==> src/rtl/weight_stream_reader.sv <==
// Streams DEPTH weights from a falling-edge-read BRAM to the MAC through a 2-entry skid buffer.
// Optional IDLE-time BRAM load port: define WEIGHT_STREAM_LOAD_EN.
module weight_stream_reader #(
  parameter int DEPTH  = 28,
  parameter int ADDR_W = 5,
  parameter int DATA_W = 16
) (
  input  logic              CLK,
  input  logic              RST,
  input  logic              START,
  output logic              BUSY,
  output logic              DONE,
  output logic [ADDR_W-1:0] BRAM_ADDR,
  output logic              BRAM_EN,
  output logic              BRAM_WE,
  output logic [DATA_W-1:0] BRAM_DI,
  input  logic [DATA_W-1:0] BRAM_DO,
  output logic [DATA_W-1:0] W_DATA,
  output logic              W_VALID,
  input  logic              W_READY,
  output logic              W_LAST,
  output logic [ADDR_W-1:0] W_INDEX
`ifdef WEIGHT_STREAM_LOAD_EN
  ,
  input  logic              LD_VALID,
  input  logic [DATA_W-1:0] LD_DATA,
  input  logic              LD_LAST,
  output logic              LD_READY
`endif
);

  typedef enum logic [1:0] {S_IDLE, S_FETCH, S_DRAIN, S_DONE} state_t;

  localparam logic [ADDR_W:0]   DEPTH_C  = (ADDR_W+1)'(DEPTH);
  localparam logic [ADDR_W-1:0] LAST_IDX = ADDR_W'(DEPTH-1);

  state_t            state;
  logic [DATA_W-1:0] buf_data [2];
  logic [ADDR_W-1:0] buf_idx  [2];
  logic              rd_ptr;
  logic              wr_ptr;
  logic              inflight;
  logic [1:0]        count;
  logic [ADDR_W:0]   issued;
  logic [2:0]        occ;
  logic              pop;
  logic              issue;

  assign W_VALID = (count != 2'd0);
  assign W_DATA  = buf_data[rd_ptr];
  assign W_INDEX = buf_idx[rd_ptr];
  assign W_LAST  = W_VALID && (buf_idx[rd_ptr] == LAST_IDX);

  // Credit: a read may only be issued if its word is guaranteed a buffer slot next edge.
  always_comb begin
    pop   = W_VALID & W_READY;
    occ   = {1'b0, count} + {2'b0, inflight} - {2'b0, pop};
    issue = (state == S_FETCH) && (issued < DEPTH_C) && (occ < 3'd2);
  end

`ifdef WEIGHT_STREAM_LOAD_EN
  logic [ADDR_W-1:0] ld_ptr;
  assign LD_READY = (state == S_IDLE);
`else
  assign BRAM_WE = 1'b0;
  assign BRAM_DI = '0;
`endif

  always_ff @(posedge CLK or posedge RST) begin
    if (RST) begin
      state     <= S_IDLE;
      BUSY      <= 1'b0;
      DONE      <= 1'b0;
      BRAM_ADDR <= '0;
      BRAM_EN   <= 1'b0;
      rd_ptr    <= 1'b0;
      wr_ptr    <= 1'b0;
      count     <= '0;
      inflight  <= 1'b0;
      issued    <= '0;
      for (int unsigned i = 0; i < 2; i++) begin
        buf_data[i] <= '0;
        buf_idx[i]  <= '0;
      end
`ifdef WEIGHT_STREAM_LOAD_EN
      BRAM_WE <= 1'b0;
      BRAM_DI <= '0;
      ld_ptr  <= '0;
`endif
    end else begin
      DONE     <= 1'b0;
      inflight <= issue;
      // BRAM_ADDR still holds the address of the in-flight read at this edge.
      if (inflight) begin
        buf_data[wr_ptr] <= BRAM_DO;
        buf_idx[wr_ptr]  <= BRAM_ADDR;
        wr_ptr           <= ~wr_ptr;
      end
      if (pop) rd_ptr <= ~rd_ptr;
      count <= count + {1'b0, inflight} - {1'b0, pop};

      case (state)
        S_IDLE: begin
          BRAM_EN <= 1'b0;
`ifdef WEIGHT_STREAM_LOAD_EN
          BRAM_WE <= 1'b0;
`endif
          if (START) begin
            state     <= S_FETCH;
            BUSY      <= 1'b1;
            BRAM_ADDR <= '0;
            BRAM_EN   <= 1'b1;
            issued    <= (ADDR_W+1)'(1);
            inflight  <= 1'b1;
          end
`ifdef WEIGHT_STREAM_LOAD_EN
          else if (LD_VALID) begin
            BRAM_EN   <= 1'b1;
            BRAM_WE   <= 1'b1;
            BRAM_DI   <= LD_DATA;
            BRAM_ADDR <= ld_ptr;
            ld_ptr    <= (LD_LAST || ld_ptr == LAST_IDX) ? '0 : ld_ptr + 1'b1;
          end
`endif
        end
        S_FETCH, S_DRAIN: begin
          if (issue) begin
            BRAM_EN   <= 1'b1;
            BRAM_ADDR <= issued[ADDR_W-1:0];
            issued    <= issued + 1'b1;
            if (issued == DEPTH_C - 1'b1) state <= S_DRAIN;
          end else begin
            // Stalled: park the address on the next word, clamped at the last entry.
            BRAM_EN <= 1'b0;
            if (issued < DEPTH_C) BRAM_ADDR <= issued[ADDR_W-1:0];
          end
          if (pop && W_LAST) begin
            state <= S_DONE;
            DONE  <= 1'b1;
            BUSY  <= 1'b0;
          end
        end
        S_DONE:  state <= S_IDLE;
        default: state <= S_IDLE;
      endcase
    end
  end

endmodule

==> config.mk <==
export PLATFORM = sky130hd
export DESIGN_NAME = weight_stream_reader
export DESIGN_NICKNAME = d
export VERILOG_FILES = /design/src/rtl/weight_stream_reader.sv
export SDC_FILE = /design/constraint.sdc
export NUM_CORES = 1
export LEC_CHECK = 0
export ABC_AREA = 1
export BUFFER_PORTS_ARGS = -buffer_cell sky130_fd_sc_hd__buf_2
export CAP_MARGIN = 20
export CORE_ASPECT_RATIO = 0.75
export CORE_MARGIN = 4
export CORE_UTILIZATION = 49
export DETAILED_ROUTE_END_ITERATION = 7
export PLACE_DENSITY = 0.83
export SLEW_MARGIN = 20
export SYNTH_ARGS = -nofsm -noshare
export SYNTH_HDL_FRONTEND = slang
export SYNTH_SLANG_ARGS = --single-unit
==> constraint.sdc <==
create_clock -name CLK -period 2.4 [get_ports CLK]
set_input_delay 0.48 -clock CLK [delete_from_list [all_inputs] [get_ports CLK]]
set_output_delay 0.48 -clock CLK [all_outputs]
set_load 0.03 [all_outputs]
==> results.yml, run 1 <==
outcome:
  outcome: "finished with violations"
  violations: "negative setup slack"
critical_path:
  cp-start-kind: "flop"
  cp_cell_sequence: "o21a_1 > ha_1 > inv_1 > ha_2 > fa_1 > inv_1 > nand2_1 > nor2_1 > nand2_1 > nor2_1 > nand2_1 > nand2_2 > nand2_4 > inv_4 > nand2_1 > nand2_1"
  rr_worst_depth: 16
  cp.depth: 16
  crit_arrival_ns: 2.82
  endpoint_kind: "flop"
  crit_fanout: 8
  cp.required_ns: 2.67
  cpPeakStageDelay_ns: 0.45
  cpMostUsedCell: "nand2_1"
  crit_type: "flop to flop"
  slowest_stage: "fa_1"
  cp_num_buf_inv: 3
  critPathTopFamily: "adder cells"
timing:
  fin_crit_sh: 1.062
  fmax_mhz: 392.5
  setup_viol: 10
  max-slew-margin-rel: 0.5645
  setup_tns_ns: -0.8791
  rsz0062_at_grt: "yes"
  slew_violations: 0
  fin_worst_skew_ns: 0.004795
  period_needed_ns: 2.548
  fin_ws_ns: -0.1477
  finalHoldViolations: 0
  tightest_slew_ns: 0.6523
flow_run:
  cap_violations: 0
detailed_routing:
  first_pass_iters: 5
  antenna_left: 0
  drc: 0
  via_per_inst: 4.751
  drt_iter0_markers: 143
  wl_per_cell_um: 12.52
  dr_total_vias: 2447
  wl_um: 6450
die:
  start_util: 0.5160
  rows: 24
  die_width_um: 99.37
  die_y_um: 76.53
  die-area_sq_um: 7604
  io_pins: 68
  fp.coreArea_sq_um: 5946
power_and_ir_drop:
  p_leak_nw: 2.017
  ir_drop_v: 0.0005010
  clock_power_share: 0.184
  power-per-cell-area_nw_per_um2: 1539
  seq_power_share: 0.328
  p_sw_frac: 0.4590
  share_comb_of_total_power: 0.488
  intPower_w: 0.003019
  p_sw_w: 0.002561
global_route:
  antenna_found_initial: 0
  grt_max_degree: 44
  grt_use_total: 0.1818
  grt_pass1_vias: 2427
  grt_overflow: 0
  grt_pass1_wl_um: 11080
placement:
  pre_cts_slack_ns: -0.2699
  dpl.hpwl_um: 4485
  portBuffers: 50
  gp_congestion: 0.8335
layout:
  num_antenna_cells: 0
  nets: 459
  utilization: 0.6096
  synthToLayoutAreaGrowth_pct: 18.15
  drive_above_1_share: 0.2243
synth:
  synth_ff_type: "dfrtp_1"
  ys_seq_area_frac: 0.5139
  yosysTopAreaCell: "dfrtp_1"
  synth-edff-count: 0
  synth-seq-cells: 63
  synth_top_area_frac: 0.5139
  synth_area_leaders: "dfrtp_1 (51%), nand2_1 (17%), inv_1 (4.8%)"
  synth.distinct_cells: 30
  synth_area_per_cell_sq_um: 8.181
  syn_area_sq_um: 3068
  async_flop_share: 1.000
  ys_warn_count: 0
  syn_inst: 375
min_path:
  hold_path.class: "input port to async pin"
clock_network:
  cts_buffers: 9
  clockBufferDepth: 2
  cts_tree: "built"
  clockRootBuffer: "clkbuf_8"
  htree_levels: 3
  hold_buffers: 0
  clock_latency_ns: 0.34
  cts_num_sinks: 63
  clk_pin_slew_ns: 0.07
==> worst register-to-register path, cell delays in order, from the launching register on <==
cell     delay [ns]
dfrtp_1        0.39
o21a_1         0.21
ha_1           0.28
inv_1          0.04
ha_2           0.16
fa_1           0.46
inv_1          0.07
nand2_1        0.05
nor2_1         0.09
nand2_1        0.08
nor2_1         0.12
nand2_1        0.10
nand2_2        0.11
nand2_4        0.09
inv_4          0.09
nand2_1        0.05
nand2_1        0.08
==> final cells by class <==
cell class,instances,area [sq um]
sequential,63,1578
multi-input combinational,253,1209
clock inverter,3,65.06
inverter,43,163.9
fill,519,2321
clock buffer,13,158.9
timing repair buffer,62,352.8
tap,78,97.59
==> what timing repair did <==
item | CTS | global route
pin swaps | 2 | 2
cloned | 0 | 0
buffers inserted | 1 | 2
gates resized for setup | 4 | 2
endpoints found under the setup margin | 9 | 11
==> cell usage after synthesis (4+ instances only) <==
library cell and count:
nand2_2 5, buf_4 18, nand2_1 137, xor2_1 4, ha_1 6, nor2_1 7, o21ai_0 26, nand3_1 10
inv_2 4, clkbuf_1 11, inv_1 39, o21ai_1 25, dfrtp_1 63
==> power groups by stage <==
stage	clock network (W)	registers, W	logic (W)
3_3_place_gp	0	0.00181	0.00258
3_5_place_dp	0	0.00184	0.00266
4_1_cts	0.00105	0.00182	0.00272
6_report	0.00102	0.00183	0.00272
2_1_floorplan	0	0.00183	0.00198
5_1_grt	0.00110	0.00190	0.00303
==> layer usage <==
layer  up-vias  part of all wire  GRT usage
li1       1238                 -          -
met1      1139              0.44     0.2225
met4         0             0.016    0.06958
met2        61              0.49     0.3056
met3         9             0.051    0.04849
met5         -                 0          0
==> sequential cells by signal, summed over array words and instances, names as in the netlist <==
register / cells
DONE: 1
buf_data: 32
BRAM_EN: 1
inflight: 1
BUSY: 1
rd_ptr: 1
count: 2
issued: 6
wr_ptr: 1
BRAM_ADDR: 5
buf_idx: 10
state: 2
==> cells by family after synthesis <==
kind of cell	synth area share
buffers and inverters	0.1170
AOI/OAI and AO/OA	0.09339
other	0.001222
adders and majority gates	0.03099
xor gates and xnor gates	0.01142
DFF	0.5139
and+or+nand+nor	0.2321
==> per-stage QoR <==
| step | total power [W] | instances | hold WS (ns) | cell area [sq um] |
|---|---|---|---|---|
| after floorplan | 0.003807 | 391 | 0.4529 | 3128 |
| after global placement | 0.004392 | 497 | 0.4617 | 3366 |
| after detailed placement | 0.004498 | 497 | 0.4736 | 3366 |
| after CTS | 0.005588 | 514 | 0.2356 | 3610 |
| after global routing | 0.006025 | 515 | 0.2682 | 3625 |
| final | 0.005580 | 515 | 0.2282 | 3625 |
==> cell usage in the layout (no fill, tap or decap), types with 5 or more instances in the layout <==
cell and count:
inv_1 38, nand2_1 136, o21ai_0 26, conb_1 17
dfrtp_1 62, nand2_2 5, clkbuf_8 11, buf_2 50
buf_4 11, nor2_1 7, o21ai_1 25, ha_1 5
nand3_1 10
==> worst paths after layout <==
| path | start | end | slack (ns) |
|---|---|---|---|
| setup / recovery | count[0] | BUSY | -0.15 |
| hold / removal | RST | buf_data[7] | 0.23 |
| setup reg to reg | count[0] | BUSY | -0.15 |
| hold reg to reg | buf_idx[2] | buf_idx[2] | 0.49 |
| max in group asynchronous | RST | buf_data[27] | 1.56 |
| min in group CLK | BRAM_DO[4] | buf_data[20] | 0.39 |
Note: power is estimated with default switching activity, not from simulation.
==> run 2: changes to the inputs <==
CORE_UTILIZATION = 54   (was 49)
HOLD_SLACK_MARGIN = 0.03   (was unset)
PLACE_DENSITY = 0.87   (was 0.83)
clock period = 2.5 ns   (was 2.4 ns; I/O delays follow)
==> results.yml, run 2 (same netlist as run 1, synthesis figures left out) <==
layout:
  layout_common_cells: "nand2_1 (136), dfrtp_1 (63), buf_2 (50)"
  fill_cells: 438
  num_antenna_cells: 0
  regMostFlops: "buf_data"
  drive_above_1_share: 0.2217
  largest_register_ffs: 32
  synthToLayoutAreaGrowth_pct: 18.19
  utilization: 0.6702
  layout.cells.most_common: "nand2_1"
  final_area_sq_um: 3626
  nets: 455
  largestRegisters: "buf_data x32, buf_idx x10, issued x6"
detailed_routing:
  antenna_left: 0
  drt_iter0_markers: 147
  via_per_inst: 4.841
  drc: 0
  wl_um: 6432
  dr_total_vias: 2459
  first_pass_iters: 4
  wl_per_cell_um: 12.66
clock_network:
  clock_latency_ns: 0.34
  cts_tree: "built"
  cts_num_sinks: 63
  hold_buffers: 0
  htree_levels: 3
  clk_pin_slew_ns: 0.07
  clockRootBuffer: "clkbuf_8"
  cts_buffers: 9
  clockBufferDepth: 2
timing:
  setup_viol: 7
  period_needed_ns: 2.542
  fmax_mhz: 393.4
  fin_ws_ns: -0.04187
  rsz0062_at_grt: "yes"
  fin_crit_sh: 1.017
  finalHoldViolations: 0
  fin_worst_skew_ns: 0.005855
  slew_violations: 0
  whs_ns: 0.1154
die:
  die_y_um: 73.28
  start_util: 0.5671
  die_width_um: 95.04
  io_pins: 68
  fp.coreArea_sq_um: 5410
  rows: 23
  die-area_sq_um: 6964
power_and_ir_drop:
  power-per-cell-area_nw_per_um2: 1507
  ir_drop_v: 0.0006165
  report.power.total_w: 0.005464
  p_leak_nw: 2.014
critical_path:
  regToRegEndpoint: "issued[3]"
  cpPeakStageDelay_ns: 0.48
  crit_arrival_ns: 2.81
  cpMostUsedCell: "nand2_1"
  cp_cell_sequence: "o21a_1 > ha_1 > inv_1 > ha_2 > fa_1 > inv_1 > nand2_1 > nor2_1 > nand2_1 > nor2_2 > nand2_1 > nand2_2 > nand2_4 > inv_4 > nand2_1 > o21ai_1"
  crit_type: "flop to flop"
  cp_num_buf_inv: 3
  crit_fanout: 8
  critPathTopFamily: "adder cells"
  cp-start-kind: "flop"
  cp.required_ns: 2.76
  rrSetupSlack_ns: -0.04
  rr_worst_depth: 16
  endpoint_kind: "flop"
  r2r-start: "count[0]"
  slowest_stage: "fa_1"
outcome:
  outcome: "finished with violations"
  violations: "negative setup slack"
min_path:
  hold_path.class: "input port to async pin"
global_route:
  grt_pass1_wl_um: 10870
  grt_max_degree: 50
  grt_pass1_vias: 2390
  antenna_found_initial: 0
  grt_use_total: 0.2027
  grt_overflow: 0
placement:
  postPlaceCellArea_sq_um: 3347
  gp_congestion: 0.8677
  pre_cts_slack_ns: -0.1976
  portBuffers: 50
  dpl.hpwl_um: 4367
flow_run:
  cap_violations: 0
-- run 2: through the flow --
| step | setup TNS [ns] | instances |
|---|---|---|
| 3_5_place_dp | -1.460 | 492 |
| 2_1_floorplan | 0 | 391 |
| 6_report | -0.1691 | 508 |
| 4_1_cts | 0 | 508 |
| 5_1_grt | -1.936 | 508 |
| 3_3_place_gp | -0.2947 | 492 |
-- run 2: final cells by class --
type / count / area, sq um / share of cell area
clock buffers: 11 / 151.4 / 0.04175
flip-flops and latches: 63 / 1577 / 0.4348
inverters: 43 / 166.4 / 0.04589
multi-input cells: 253 / 1211 / 0.3340
clock inverters: 5 / 103.9 / 0.02864
repair buffers: 58 / 322.8 / 0.08903
well taps: 75 / 93.84 / 0.02588
-- run 2: report_power, final --
| group | switching (W) | internal, W |
|---|---|---|
| clock | 0.000397 | 0.000717 |
| sequential | 0.000288 | 0.00146 |
| combinational | 0.00180 | 0.000802 |
| total | 0.00248 | 0.00298 |
-- run 2: worst max-delay path by stage --
stage / endpoint / start / cells after the start / slack, ns
floorplan: issued[3] / W_READY / 16 / 0.13
global placement: issued[3] / W_READY / 17 / -0.06
detailed placement: issued[3] / W_READY / 17 / -0.20
CTS: issued[3] / count[0] / 16 / 0.004
global route: issued[3] / count[0] / 16 / -0.23
finish: issued[3] / count[0] / 16 / -0.04
-- run 2: per-layer routing --
| layer | track usage | share of wire |
|---|---|---|
| met5 | 0 | 0 |
| met4 | 0.07200 | 0.017 |
| met3 | 0.06244 | 0.053 |
| met2 | 0.3352 | 0.49 |
| met1 | 0.2542 | 0.44 |
-- run 2: what timing repair did --
action / in CTS / in global routing
endpoints found under the setup margin: 7 / 11
pin swaps: 0 / 1
buffers inserted: 0 / 0
gates resized for setup: 5 / 2
gates cloned: 0 / 0
